### config.mk
export PLATFORM = sky130hd
export DESIGN_NAME = conc_drain
export DESIGN_NICKNAME = d
export VERILOG_FILES = /design/src/rtl/conc_pkg.sv /design/src/rtl/byte_fifo.sv /design/src/rtl/conc_drain.sv
export SDC_FILE = /design/constraint.sdc
export NUM_CORES = 1
export LEC_CHECK = 0
export CAP_MARGIN = 5
export CORE_ASPECT_RATIO = 2
export CORE_MARGIN = 10
export CORE_UTILIZATION = 30
export DETAILED_ROUTE_END_ITERATION = 16
export SETUP_SLACK_MARGIN = 0.3
export SLEW_MARGIN = 20
export SYNTH_ARGS = -nofsm -noshare
export SYNTH_HDL_FRONTEND = slang
export SYNTH_HIERARCHICAL = 1
export SYNTH_SLANG_ARGS = --single-unit
### constraint.sdc
create_clock -name clk -period 5.1 [get_ports clk]
set_clock_uncertainty 0.2 [all_clocks]
set_input_delay 0.765 -clock clk [delete_from_list [all_inputs] [get_ports clk]]
set_output_delay 0.765 -clock clk [all_outputs]
set_load 0.05 [all_outputs]
### src/rtl/conc_pkg.sv
// ============================================================================
// Module   : conc_pkg
// Brief    : Shared widths, default depth and pop-size threshold for conc_drain.
// Revision : 1.0
// ============================================================================
`default_nettype none

package conc_pkg;
    localparam int BYTE_W      = 8;
    localparam int WORD_W      = 16;
    localparam int DEPTH_DEF   = 8;
    localparam int EXTRA_SPACE = 4;
endpackage

`default_nettype wire

### src/rtl/byte_fifo.sv
// ============================================================================
// Module   : byte_fifo
// Brief    : Byte FIFO accepting 0/1/2 pushes and 0/1 pop per cycle.
// Revision : 1.0
// ============================================================================
`default_nettype none

module byte_fifo
    import conc_pkg::*;
#(
    parameter int DEPTH = DEPTH_DEF
) (
    input  logic                   clk,
    input  logic                   rst,
    input  logic [1:0]             i_push_cnt,
    input  logic [BYTE_W-1:0]      i_push_d0,
    input  logic [BYTE_W-1:0]      i_push_d1,
    input  logic                   i_pop,
    output logic [BYTE_W-1:0]      o_head,
    output logic [$clog2(DEPTH):0] o_level
);
    localparam int AW = $clog2(DEPTH);
    localparam int LW = AW + 1;

    logic [BYTE_W-1:0] r_mem [DEPTH];
    logic [AW-1:0]     r_wr_ptr;
    logic [AW-1:0]     r_rd_ptr;
    logic [LW-1:0]     r_level;
    logic [AW-1:0]     w_wr_ptr1;
    logic              w_pop_ok;

    assign w_wr_ptr1 = r_wr_ptr + AW'(1);
    assign w_pop_ok  = i_pop & (r_level != '0);

    always_ff @(posedge clk) begin
        if (i_push_cnt != 2'd0) r_mem[r_wr_ptr]  <= i_push_d0;
        if (i_push_cnt == 2'd2) r_mem[w_wr_ptr1] <= i_push_d1;
    end

    // Pointers are AW bits wide, so wrap modulo DEPTH is implicit.
    always_ff @(posedge clk) begin
        if (rst) begin
            r_wr_ptr <= '0;
            r_rd_ptr <= '0;
            r_level  <= '0;
        end else begin
            r_wr_ptr <= r_wr_ptr + AW'(i_push_cnt);
            r_rd_ptr <= r_rd_ptr + AW'(w_pop_ok);
            r_level  <= r_level + LW'(i_push_cnt) - LW'(w_pop_ok);
        end
    end

    assign o_head  = (r_level != '0) ? r_mem[r_rd_ptr] : '0;
    assign o_level = r_level;

endmodule

`default_nettype wire

### src/rtl/conc_drain.sv
// ============================================================================
// Module   : conc_drain
// Brief    : Drains 1/2-byte queue words into a byte stream with drop tracking.
// Revision : 1.0
// ============================================================================
`default_nettype none

module conc_drain
    import conc_pkg::*;
#(
    parameter int DEPTH     = DEPTH_DEF,
    parameter bit DROP_ZERO = 1'b1
) (
    input  logic                   clk,
    input  logic                   rst,
    input  logic [WORD_W-1:0]      top_conc,
    output logic                   extra_out,
    output logic [BYTE_W-1:0]      out_data,
    output logic                   out_valid,
    input  logic                   out_ready,
    output logic [$clog2(DEPTH):0] level,
    output logic                   overflow,
    output logic [7:0]             drop_cnt
);
    localparam int            LW      = $clog2(DEPTH) + 1;
    localparam logic [LW-1:0] c_DEPTH = LW'(DEPTH);
    localparam logic [LW-1:0] c_SPACE = LW'(EXTRA_SPACE);

    logic              r_mode_q;
    logic              r_vld_q;
    logic              r_extra;
    logic              r_overflow;
    logic [7:0]        r_drop_cnt;

    logic              w_pop;
    logic              w_a_ok;
    logic              w_b_ok;
    logic [LW-1:0]     w_free;
    logic [LW-1:0]     w_level_next;
    logic [1:0]        w_push_cnt;
    logic [BYTE_W-1:0] w_d0;
    logic [1:0]        w_drop;
    logic [8:0]        w_drop_sum;

    assign out_valid = (level != '0);
    assign w_pop     = out_valid & out_ready;

    // Zero bytes are padding: discarded silently, never counted as drops.
    assign w_a_ok = r_vld_q & ~(DROP_ZERO && (top_conc[15:8] == '0));
    assign w_b_ok = r_vld_q & r_mode_q & ~(DROP_ZERO && (top_conc[7:0] == '0));
    assign w_free = c_DEPTH - level + LW'(w_pop);

    // When space is short, the later byte (B) is the one sacrificed.
    always_comb begin
        w_push_cnt = 2'd0;
        w_d0       = top_conc[15:8];
        w_drop     = 2'd0;
        unique case ({w_a_ok, w_b_ok})
            2'b11: begin
                if (w_free >= LW'(2)) begin
                    w_push_cnt = 2'd2;
                end else if (w_free == LW'(1)) begin
                    w_push_cnt = 2'd1;
                    w_drop     = 2'd1;
                end else begin
                    w_drop     = 2'd2;
                end
            end
            2'b10: begin
                if (w_free != '0) w_push_cnt = 2'd1;
                else              w_drop     = 2'd1;
            end
            2'b01: begin
                w_d0 = top_conc[7:0];
                if (w_free != '0) w_push_cnt = 2'd1;
                else              w_drop     = 2'd1;
            end
            default: ;
        endcase
    end

    assign w_level_next = level + LW'(w_push_cnt) - LW'(w_pop);
    assign w_drop_sum   = {1'b0, r_drop_cnt} + {7'b0, w_drop};

    always_ff @(posedge clk) begin
        if (rst) begin
            r_mode_q   <= 1'b0;
            r_vld_q    <= 1'b0;
            r_extra    <= 1'b0;
            r_overflow <= 1'b0;
            r_drop_cnt <= '0;
        end else begin
            r_mode_q   <= r_extra;
            r_vld_q    <= 1'b1;
            r_extra    <= ((c_DEPTH - w_level_next) >= c_SPACE);
            r_overflow <= r_overflow | (w_drop != 2'd0);
            r_drop_cnt <= w_drop_sum[8] ? 8'hFF : w_drop_sum[7:0];
        end
    end

    byte_fifo #(
        .DEPTH (DEPTH)
    ) u_fifo (
        .clk        (clk),
        .rst        (rst),
        .i_push_cnt (w_push_cnt),
        .i_push_d0  (w_d0),
        .i_push_d1  (top_conc[7:0]),
        .i_pop      (w_pop),
        .o_head     (out_data),
        .o_level    (level)
    );

    assign extra_out = r_extra;
    assign overflow  = r_overflow;
    assign drop_cnt  = r_drop_cnt;

endmodule

`default_nettype wire

==> results.toml, run 1 <==
[min_path]
hold_depth = 1
hold_end = "r_mode_q$_SDFF_PP0_"
worstHoldStart = "extra_out$_SDFF_PP0_"
hold_path.class = "reg -> reg"

[layout]
register_area_sq_um = 2364
layout.nets = 486
drive_gt1_share_pct = 27.23
multi_input_area_sq_um = 2352
antennaDiodeCount = 0
fillers = 1543
syn_to_final_growth_pct = 21.57
finish.instance_area_sq_um = 5917

[route]
drc = 0
wire_per_inst_um = 20.71
num_vias = 3278
drt_iter0_drc = 152
routed_wl_mm = 13.44
antenna_left = 0
vias_per_cell = 5.051
drt_first_pass_iters = 4

[timing]
finalCriticalPeriod_ns = 4.528
fin_ws_ns = 0.5719
finalSetupViolCount = 0
hold_viol_final = 0
rsz0062_at_grt = "no"
maxSlewViolCount = 0
worstMarginPinSlew_ns = 0.9727
min_period_over_period_pct = 88.79
max_freq_mhz = 220.8
fin_setup_tns_ns = 0
slew_headroom_pct = 35.15

[synth]
synth.most_common_cell = "mux2_2"
seq_area_frac_synth_pct = 48.53
synth_cell_type_count = 48
syn_inst = 384
synth_compound_area_share_pct = 6.632
synth_area_leaders = "edfxtp_1 39%, mux2_2 16%, dfxtp_1 9.0%"
synthSimpleGateAreaFrac_pct = 9.126
yosys.area.top_type = "edfxtp_1"
synth_xor_area_share_pct = 2.108
ys_ff_latch = 86
ys.flop_type = "edfxtp_1"
synth_common_cells = "70 x mux2_2, 64 x edfxtp_1, 33 x mux2i_1, 25 x inv_1, 22 x dfxtp_1"
yosysWarnings = 6
synth_top_family_by_area = "multiplexers"
synth.area.mux_share_pct = 23.68
synth_top_cell_area_share_pct = 39.49
syn_nets = 427
synth-adder-area-share_pct = 6.787
synth_edf_count = 64
async_flop_share_pct = 0
postSynthAreaPerCell_sq_um = 12.67
syn_area_sq_um = 4867

[floorplanning]
core.rowCount = 65
initial_core_util_pct = 30.69
fp.dieArea_sq_um = 22030
core_sq_um = 15860
die-width_um = 110.1
ioPinCount = 42
fp.dieH_um = 200.1

[grt]
grt_pass1_vias = 3593
grt_pass1_wl_mm = 20.75
grt-ovfl-total = 0
grt_max_degree = 30
grt_usage_pct = 12.58
antenna_found_initial = 0

[cts]
post_cts_buffers = 0
post_cts_resized = 0
cts_root_buf = "clkbuf_16"
htree_levels = 3
cts.clk_slew.worst_paths_ns = 0.06
cts_buffer_depth = 2
postCtsHoldBufs = 0
cts_buffers = 9
clkLatencyLatePin_ns = 0.34
cts_sinks = 86
cts_tree = "yes"

[worst_setup_path]
r2r_end = "u_fifo/r_mem[5][0]$_DFFE_PP_"
cp-start-kind = "input pin"
reg2reg_depth = 14
arrival_ns = 4.42
crit_required_ns = 4.99
reg2reg_from = "u_fifo/o_level[2]$_SDFF_PP0_"
end_kind = "flop"
crit_path_max_fanout = 10
ff2ff_setup_slack_ns = 0.93
criticalPathCategory = "in -> reg"

[power]
pwr-share-clk_pct = 25.6
p_sw_mw = 0.9902
seq_power_share_pct = 34.3
vdd_drop_max_uv = 355.6
powerDensity_nw_per_um2 = 443.9
power.internal_mw = 1.636
p_leak_nw = 2.056
swShare_pct = 37.70
combPwrFrac_pct = 40.1

[placed_design]
place_area_sq_um = 5614
portBuffers = 41
pre_cts_slack_ns = 0.2990
dp_hpwl_mm = 10.21
gp_congestion = 0.8680

[flow_run]
max_cap_viol_count = 0

[outcome]
outcome = "complete, no violations"
-- layout make-up --
| cell class | instances | area share (%) |
|---|---|---|
| flip-flops and latches | 86 | 39.95 |
| well taps | 201 | 4.250 |
| multi-input cells | 261 | 39.75 |
| clock inverters | 7 | 1.311 |
| repair buffers | 60 | 9.347 |
| inverters | 25 | 1.586 |
| clock buffers | 9 | 3.806 |
-- layer usage --
metal / GRT usage (%) / vias up / wire length, um
met5: 0 / - / 0
li1: - / 1557 / -
met2: 24.26 / 74 / 7820
met3: 2.891 / 27 / 560
met1: 11.66 / 1620 / 4629
met4: 5.514 / 0 / 430
-- layout by cell type, fill, tap and decap left out, types with 5 or more instances in the layout --
cell type,synthesis,routed
a21oi_1,9,9
nor4_1,5,5
a22o_1,17,17
o21ai_0,6,6
nand2_2,6,6
nor2b_1,10,10
edfxtp_1,64,64
clkbuf_16,0,9
nand2_1,8,8
mux2i_1,33,33
dfxtp_1,22,21
ha_1,20,20
nor3_1,11,11
buf_4,3,19
nor2_1,14,14
mux2_2,70,70
inv_1,25,25
clkdlybuf4s50_1,0,41
-- worst max-delay path, cell delays in order --
cell and delay, ns:
clkdlybuf4s50_1 0.58, nor4_1 0.56, nand2_1 0.12, nand3_1 0.12
inv_1 0.07, ha_1 0.27, and3_1 0.19, a221oi_1 0.31
a211oi_1 0.18, nand4b_1 0.34, nor2_2 0.51, mux2_2 0.40
-- worst max-delay path by stage --
| stage | cells past startpoint | endpoint | slack [ns] | startpoint |
|---|---|---|---|---|
| after floorplan | 12 | u_fifo/r_mem[1][0]$_DFFE_PP_ | 0.38 | u_fifo/o_level[2]$_SDFF_PP0_ |
| after global placement | 12 | u_fifo/r_mem[6][3]$_DFFE_PP_ | 0.33 | top_conc[3] |
| after detailed placement | 12 | u_fifo/r_mem[6][6]$_DFFE_PP_ | 0.30 | top_conc[3] |
| after CTS | 12 | u_fifo/r_mem[6][2]$_DFFE_PP_ | 0.62 | top_conc[3] |
| after global routing | 12 | u_fifo/r_mem[6][3]$_DFFE_PP_ | 0.37 | top_conc[3] |
| final | 12 | u_fifo/r_mem[6][4]$_DFFE_PP_ | 0.57 | top_conc[3] |
-- state kept, by name, indices dropped and copies added (netlist names), 3 cells and up --
register	flops
u_fifo/r_mem	64
drop_cnt	8
u_fifo/o_level	4
u_fifo/r_rd_ptr	3
u_fifo/r_wr_ptr	3
-- stage by stage --
stage	utilization [%]	total power, mW	hold WS, ns	cells
finish	37.31	2.626	0.2787	649
global route	37.31	2.767	0.3000	649
CTS	37.31	2.656	0.2810	649
detailed placement	35.40	1.978	0.2687	633
global placement	35.40	1.956	0.2699	633
floorplan	-	1.625	0.3329	384
-- cell families after synthesis --
family                   count (synthesis)
AO/OA/AOI/OAI                           45
flip-flops                              86
adder cells (fa/ha/maj)                 24
multiplexers                           106
buffers and inverters                   37
AND/OR/NAND/NOR                         76
XOR/XNOR                                10
-- power groups by stage --
stage / registers [mW] / clock network (mW) / logic [mW]
floorplan: 0.947 / 0 / 0.678
detailed placement: 0.917 / 0 / 1.06
finish: 0.901 / 0.672 / 1.05
global route: 0.911 / 0.711 / 1.15
CTS: 0.902 / 0.687 / 1.07
global placement: 0.917 / 0 / 1.04
(Power assumes the default switching activity.)
==> run 2, diff against run 1 <==
--- a/config.mk
+++ b/config.mk
@@ -5,6 +5,7 @@
 export SDC_FILE = /design/constraint.sdc
 export NUM_CORES = 1
 export LEC_CHECK = 0
+export ABC_AREA = 1
 export CAP_MARGIN = 5
 export CORE_ASPECT_RATIO = 2
 export CORE_MARGIN = 10
==> run 2 against run 1 <==
  * Setup slack better by 0.40 ns
  * Sequential share of layout area shrank 3.1 points
  * Routed wire length grew 16%
  * Register-to-register slack gained 0.04 ns
  * Cell area rose by 8.3%
  * Die area up 10%
  * Sequential power down 2.4%
  * Synthesized area rose by 12%
  * Non-clock buffer count unchanged
==> results.toml, run 2 <==
[synth]
syn_inst = 743
synth_area_leaders = "edfxtp_1 35%, nand2_1 19%, inv_1 8.5%"
synth_top_cell_area_share_pct = 35.20
synth_cell_type_count = 35
synth_edf_count = 64
postSynthAreaPerCell_sq_um = 7.349
syn_nets = 786
yosys.area.top_type = "edfxtp_1"
synth_common_cells = "277 x nand2_1, 124 x inv_1, 80 x nand3_1, 64 x edfxtp_1, 37 x nor2_1"
async_flop_share_pct = 0
seq_area_frac_synth_pct = 43.26
ys.flop_type = "edfxtp_1"
ys_ff_latch = 86
synth.most_common_cell = "nand2_1"
syn_area_sq_um = 5460
yosysWarnings = 6

[floorplanning]
fp.dieArea_sq_um = 24320
die-width_um = 115.4
core_sq_um = 17870
ioPinCount = 42
initial_core_util_pct = 30.55
fp.dieH_um = 210.8
core.rowCount = 69

[worst_setup_path]
criticalPathCategory = "reg -> reg"
slowest_stage = "dfxtp_1"
reg2reg_from = "u_fifo/o_level[2]$_SDFF_PP0_"
ff2ff_setup_slack_ns = 0.97
crit_start = "u_fifo/o_level[2]$_SDFF_PP0_"
cp-start-kind = "flop"
cp_slowest_stage_delay_ns = 0.47
crit_required_ns = 4.86
crit_path_max_fanout = 10
arrival_ns = 3.89
end_kind = "flop"
crit_chain = "inv_1 > ha_1 > nand3_1 > nand2_1 > ha_1 > inv_1 > ha_1 > inv_1 > nand2_1 > nor2_1 > nand2_1 > nor2_2 > inv_1 > o21ai_1 > nor2_1 > nor2_1 > nand2_1 > inv_1 > nand2_2 > o21ai_0"
cp_common_cell = "inv_1"
crit_cells = 20
reg2reg_depth = 20
crit_family = "simple AND/OR/NAND/NOR gates"
critical_path_buf_inv_count = 5

[timing]
hold_ws_ns = 0.2464
rsz0062_at_grt = "no"
finalCriticalPeriod_ns = 4.131
slew_headroom_pct = 23.56
fin_setup_tns_ns = 0
hold_viol_final = 0
fin_ws_ns = 0.9692
min_period_over_period_pct = 81.00
maxSlewViolCount = 0
max_freq_mhz = 242.1
worstMarginPinSlew_ns = 1.135
finalSetupViolCount = 0

[grt]
antenna_found_initial = 0
grt_max_degree = 35
grt_pass1_vias = 4597
grt_usage_pct = 13.05
grt_pass1_wl_mm = 24.14
grt-ovfl-total = 0

[cts]
cts.clk_slew.worst_paths_ns = 0.07
post_cts_resized = 0
clkLatencyLatePin_ns = 0.35
cts_buffer_depth = 2
postCtsHoldBufs = 0
htree_levels = 3
post_cts_buffers = 0
cts_root_buf = "clkbuf_16"
cts_tree = "yes"
cts_sinks = 86
cts_buffers = 9

[layout]
regMostFlops = "u_fifo/r_mem"
multi_input_area_sq_um = 2424
syn_to_final_growth_pct = 17.39
finish.instance_area_sq_um = 6410
largest_register_ffs = 64
mostFrequentLayoutCells = "277 x nand2_1, 124 x inv_1, 80 x nand3_1"
antennaDiodeCount = 0
utilization_pct = 35.87
layout_commonest_cell = "nand2_1"
layout.nets = 820
drive_gt1_share_pct = 8.440
fin_cells = 995
register_area_sq_um = 2362
fillers = 1788

[power]
power.internal_mw = 1.681
swShare_pct = 41.69
p_leak_nw = 3.027
p_total_mw = 2.883
seq_power_share_pct = 30.5
p_sw_mw = 1.202
pwr-share-clk_pct = 25.3
powerDensity_nw_per_um2 = 449.7
combPwrFrac_pct = 44.2
vdd_drop_max_uv = 232.9

[route]
antenna_left = 0
num_vias = 4702
routed_wl_mm = 15.53
wire_per_inst_um = 15.60
drt_first_pass_iters = 5
vias_per_cell = 4.726
drc = 0
drt_iter0_drc = 266

[min_path]
hold_path.class = "reg -> reg"
worstHoldStart = "extra_out$_SDFF_PP0_"
hold_depth = 2

[flow_run]
max_cap_viol_count = 0

[placed_design]
portBuffers = 41
post-place-cells = 979
pre_cts_slack_ns = 0.5655
place_area_sq_um = 6078
dp_hpwl_mm = 12.50
gp_congestion = 0.9785

[outcome]
outcome = "complete, no violations"
==> run 2: cell types whose count changed in the layout (fill, tap and decap cells not counted), sizes merged, moves of 31 or more <==
cell   previous run  this run
mux2             73         0
nand3             4        81
mux2i            33         0
nor2             17        48
nand2            14       290
inv              28       128
==> run 2: kinds of logic after synthesis <==
family | after synthesis | synth area share, %
compound gates | 35 | 3.415
xor+xnor | 6 | 1.100
fa+ha+maj | 24 | 6.050
buf+inv | 163 | 12.35
flops | 86 | 43.26
simple gates | 429 | 33.82
==> run 2: path summary, 6_finish.rpt <==
path | to
setup / recovery | u_fifo/r_mem[6][6]$_DFFE_PP_
hold / removal | r_mode_q$_SDFF_PP0_
setup reg to reg | u_fifo/r_mem[6][6]$_DFFE_PP_
hold reg to reg | r_mode_q$_SDFF_PP0_
==> run 2: final cells by class <==
type / instances / area share [%]
sequential: 86 / 36.85
tap: 213 / 4.158
clock inverter: 6 / 1.444
timing repair buffer: 60 / 8.628
inverter: 126 / 7.378
clock buffer: 10 / 3.728
multi-input combinational: 494 / 37.81
==> run 2: power by group through the flow <==
stage	combinational [mW]	sequential (mW)	clock, mW
global route	1.42	0.888	0.769
global placement	1.27	0.897	0
detailed placement	1.28	0.896	0
floorplan	0.824	0.951	0
finish	1.27	0.879	0.729
CTS	1.28	0.882	0.743
==> run 2: tightest hold or removal path: cells and delay by family (launching register included) <==
family	cells	cell delay, ns
buffers and inverters	1	0.05
DFF	1	0.32
and+or+nand+nor	1	0.03
==> run 2: layer usage <==
layer | track usage (%) | share of wire, % | vias up
met5 | 0 | 0 | -
met4 | 9.402 | 6.2 | 0
met3 | 2.275 | 4.1 | 57
met2 | 25.83 | 56 | 149
met1 | 10.92 | 34 | 2137
li1 | - | - | 2359
==> run 3, diff against run 2 <==
==> constraint.sdc (replaced) <==
create_clock -name clk -period 3.9 [get_ports clk]
set_clock_uncertainty 0.2 [all_clocks]
set_input_delay 0.585 -clock clk [delete_from_list [all_inputs] [get_ports clk]]
set_output_delay 0.585 -clock clk [all_outputs]
set_load 0.05 [all_outputs]
==> run 3 against run 2 <==
  * Register-to-register slack got worse by 0.49 ns
  * Total power increased by 31%
  * Clock power is 16% higher
  * Core utilization increased by 1.5 points
  * Cell count up 2.3%
  * Combinational power up 39%
  * Non-clock buffer count rose by 23
  * Flip-flop and latch count is the same
  * Via count is 1.9% higher
  * Sequential share of layout area decreased by 1.3 points
  * Critical path type unchanged
  * Critical endpoint is now drop_cnt[3]$_SDFF_PP0_
==> results.toml, run 3 (same netlist as run 2, synthesis figures left out) <==
[grt]
grt_max_degree = 34
grt_usage_pct = 13.56
grt_pass1_vias = 4758
antenna_found_initial = 0
grt_pass1_wl_mm = 25.12
grt-ovfl-total = 0

[route]
drc = 0
routed_wl_mm = 16.12
drt_iter0_drc = 241
antenna_left = 0
num_vias = 4789
vias_per_cell = 4.704
wire_per_inst_um = 15.84
drt_first_pass_iters = 5

[cts]
cts_tree = "yes"
cts_root_buf = "clkbuf_16"
cts_buffers = 9
htree_levels = 3
cts_sinks = 86
cts.clk_slew.worst_paths_ns = 0.06
clkLatencyLatePin_ns = 0.35
postCtsHoldBufs = 0
cts_buffer_depth = 2

[layout]
syn_to_final_growth_pct = 22.23
layout.nets = 843
antennaDiodeCount = 0
mostFrequentLayoutCells = "275 x nand2_1, 119 x inv_1, 77 x nand3_1"
multi_input_area_sq_um = 2564
regMostFlops = "u_fifo/r_mem"
layout_commonest_cell = "nand2_1"
drive_gt1_share_pct = 15.28
fillers = 1835
register_area_sq_um = 2375
largest_register_ffs = 64

[placed_design]
gp_congestion = 0.8632
dp_hpwl_mm = 12.33
pre_cts_slack_ns = 0.01437
portBuffers = 41

[floorplanning]
fp.dieH_um = 210.8
initial_core_util_pct = 30.55
fp.dieArea_sq_um = 24320
die-width_um = 115.4
core.rowCount = 69
core_sq_um = 17870
ioPinCount = 42

[timing]
rsz0062_at_grt = "yes"
finalSetupViolCount = 0
max_freq_mhz = 292.1
maxSlewViolCount = 0
hold_viol_final = 0
fin_ws_ns = 0.4762
slew_headroom_pct = 29.83
fin_setup_tns_ns = 0
min_period_over_period_pct = 87.79
finalCriticalPeriod_ns = 3.424
worstMarginPinSlew_ns = 1.051

[min_path]
hold_path.class = "reg -> reg"
worstHoldStart = "extra_out$_SDFF_PP0_"

[power]
p_total_mw = 3.771
p_leak_nw = 3.152
powerDensity_nw_per_um2 = 565.0
vdd_drop_max_uv = 462.0

[worst_setup_path]
reg2reg_from = "u_fifo/o_level[2]$_SDFF_PP0_"
arrival_ns = 3.52
crit_required_ns = 3.99
slowest_stage = "dfxtp_4"
crit_start = "u_fifo/o_level[2]$_SDFF_PP0_"
criticalPathCategory = "reg -> reg"
end_kind = "flop"
ff2ff_setup_slack_ns = 0.48
cp_slowest_stage_delay_ns = 0.38
crit_path_max_fanout = 6
cp-start-kind = "flop"

[flow_run]
max_cap_viol_count = 0

[outcome]
outcome = "complete, no violations"
## run 3: changes by cell type in the layout (fill, tap and decap cells not counted), sizes merged
cell and delta:
buf +31, clkinv +2, inv -2, bufinv -1
dlymetal6s2s +1, clkdlybuf4s50 -9, clkbuf +1
## run 3: final timing paths
path | depth (start not counted) | end
worst max-delay path | 28 | drop_cnt[3]$_SDFF_PP0_
worst max register to register | 28 | drop_cnt[3]$_SDFF_PP0_
worst min register to register | 2 | r_mode_q$_SDFF_PP0_
worst min-delay path | 2 | r_mode_q$_SDFF_PP0_
## run 3: critical path: cells and delay by family (launching register included)
kind            cells  cell delay [ns]
fa+ha+maj           5             0.99
buf+inv             7             0.38
simple gates       15             1.37
flops               1             0.38
compound gates      1             0.05
## run 3: cell type report
class                           instances  area share, %
Inverter                              126          7.162
Clock buffer                           11          3.487
Timing Repair Buffer                   83          10.61
Multi-Input combinational cell        494          38.41
Clock inverter                          5         0.7499
Sequential cell                        86          35.58
Tap cell                              213          3.993
## run 3: routing by layer
layer | GRT usage (%) | wire length [um] | vias up
li1 | - | - | 2405
met1 | 12.32 | 5438 | 2179
met2 | 25.79 | 9040 | 159
met3 | 2.474 | 763 | 46
met4 | 9.490 | 880 | 0
met5 | 0 | 0 | -
## run 3: power breakdown
| part | total [mW] | switching, mW | internal (mW) |
|---|---|---|---|
| Clock | 0.843 | 0.352 | 0.491 |
| Sequential | 1.16 | 0.0598 | 1.11 |
| Combinational | 1.76 | 1.19 | 0.572 |
## run 3: timing repair
action | 4_1_cts | 5_1_grt
setup buffers | 0 | 7
gates resized for setup | 0 | 21
endpoints found under the setup margin | 0 | 136
## run 3: per-stage QoR
stage / std cells / area [sq um] / hold slack, ns / util, %
2_1_floorplan: 743 / 5533 / 0.3400 / -
3_3_place_gp: 995 / 6251 / 0.2745 / 34.98
3_5_place_dp: 995 / 6251 / 0.2573 / 34.98
4_1_cts: 1011 / 6534 / 0.2800 / 36.56
5_1_grt: 1018 / 6674 / 0.3030 / 37.35
6_report: 1018 / 6674 / 0.2825 / 37.35
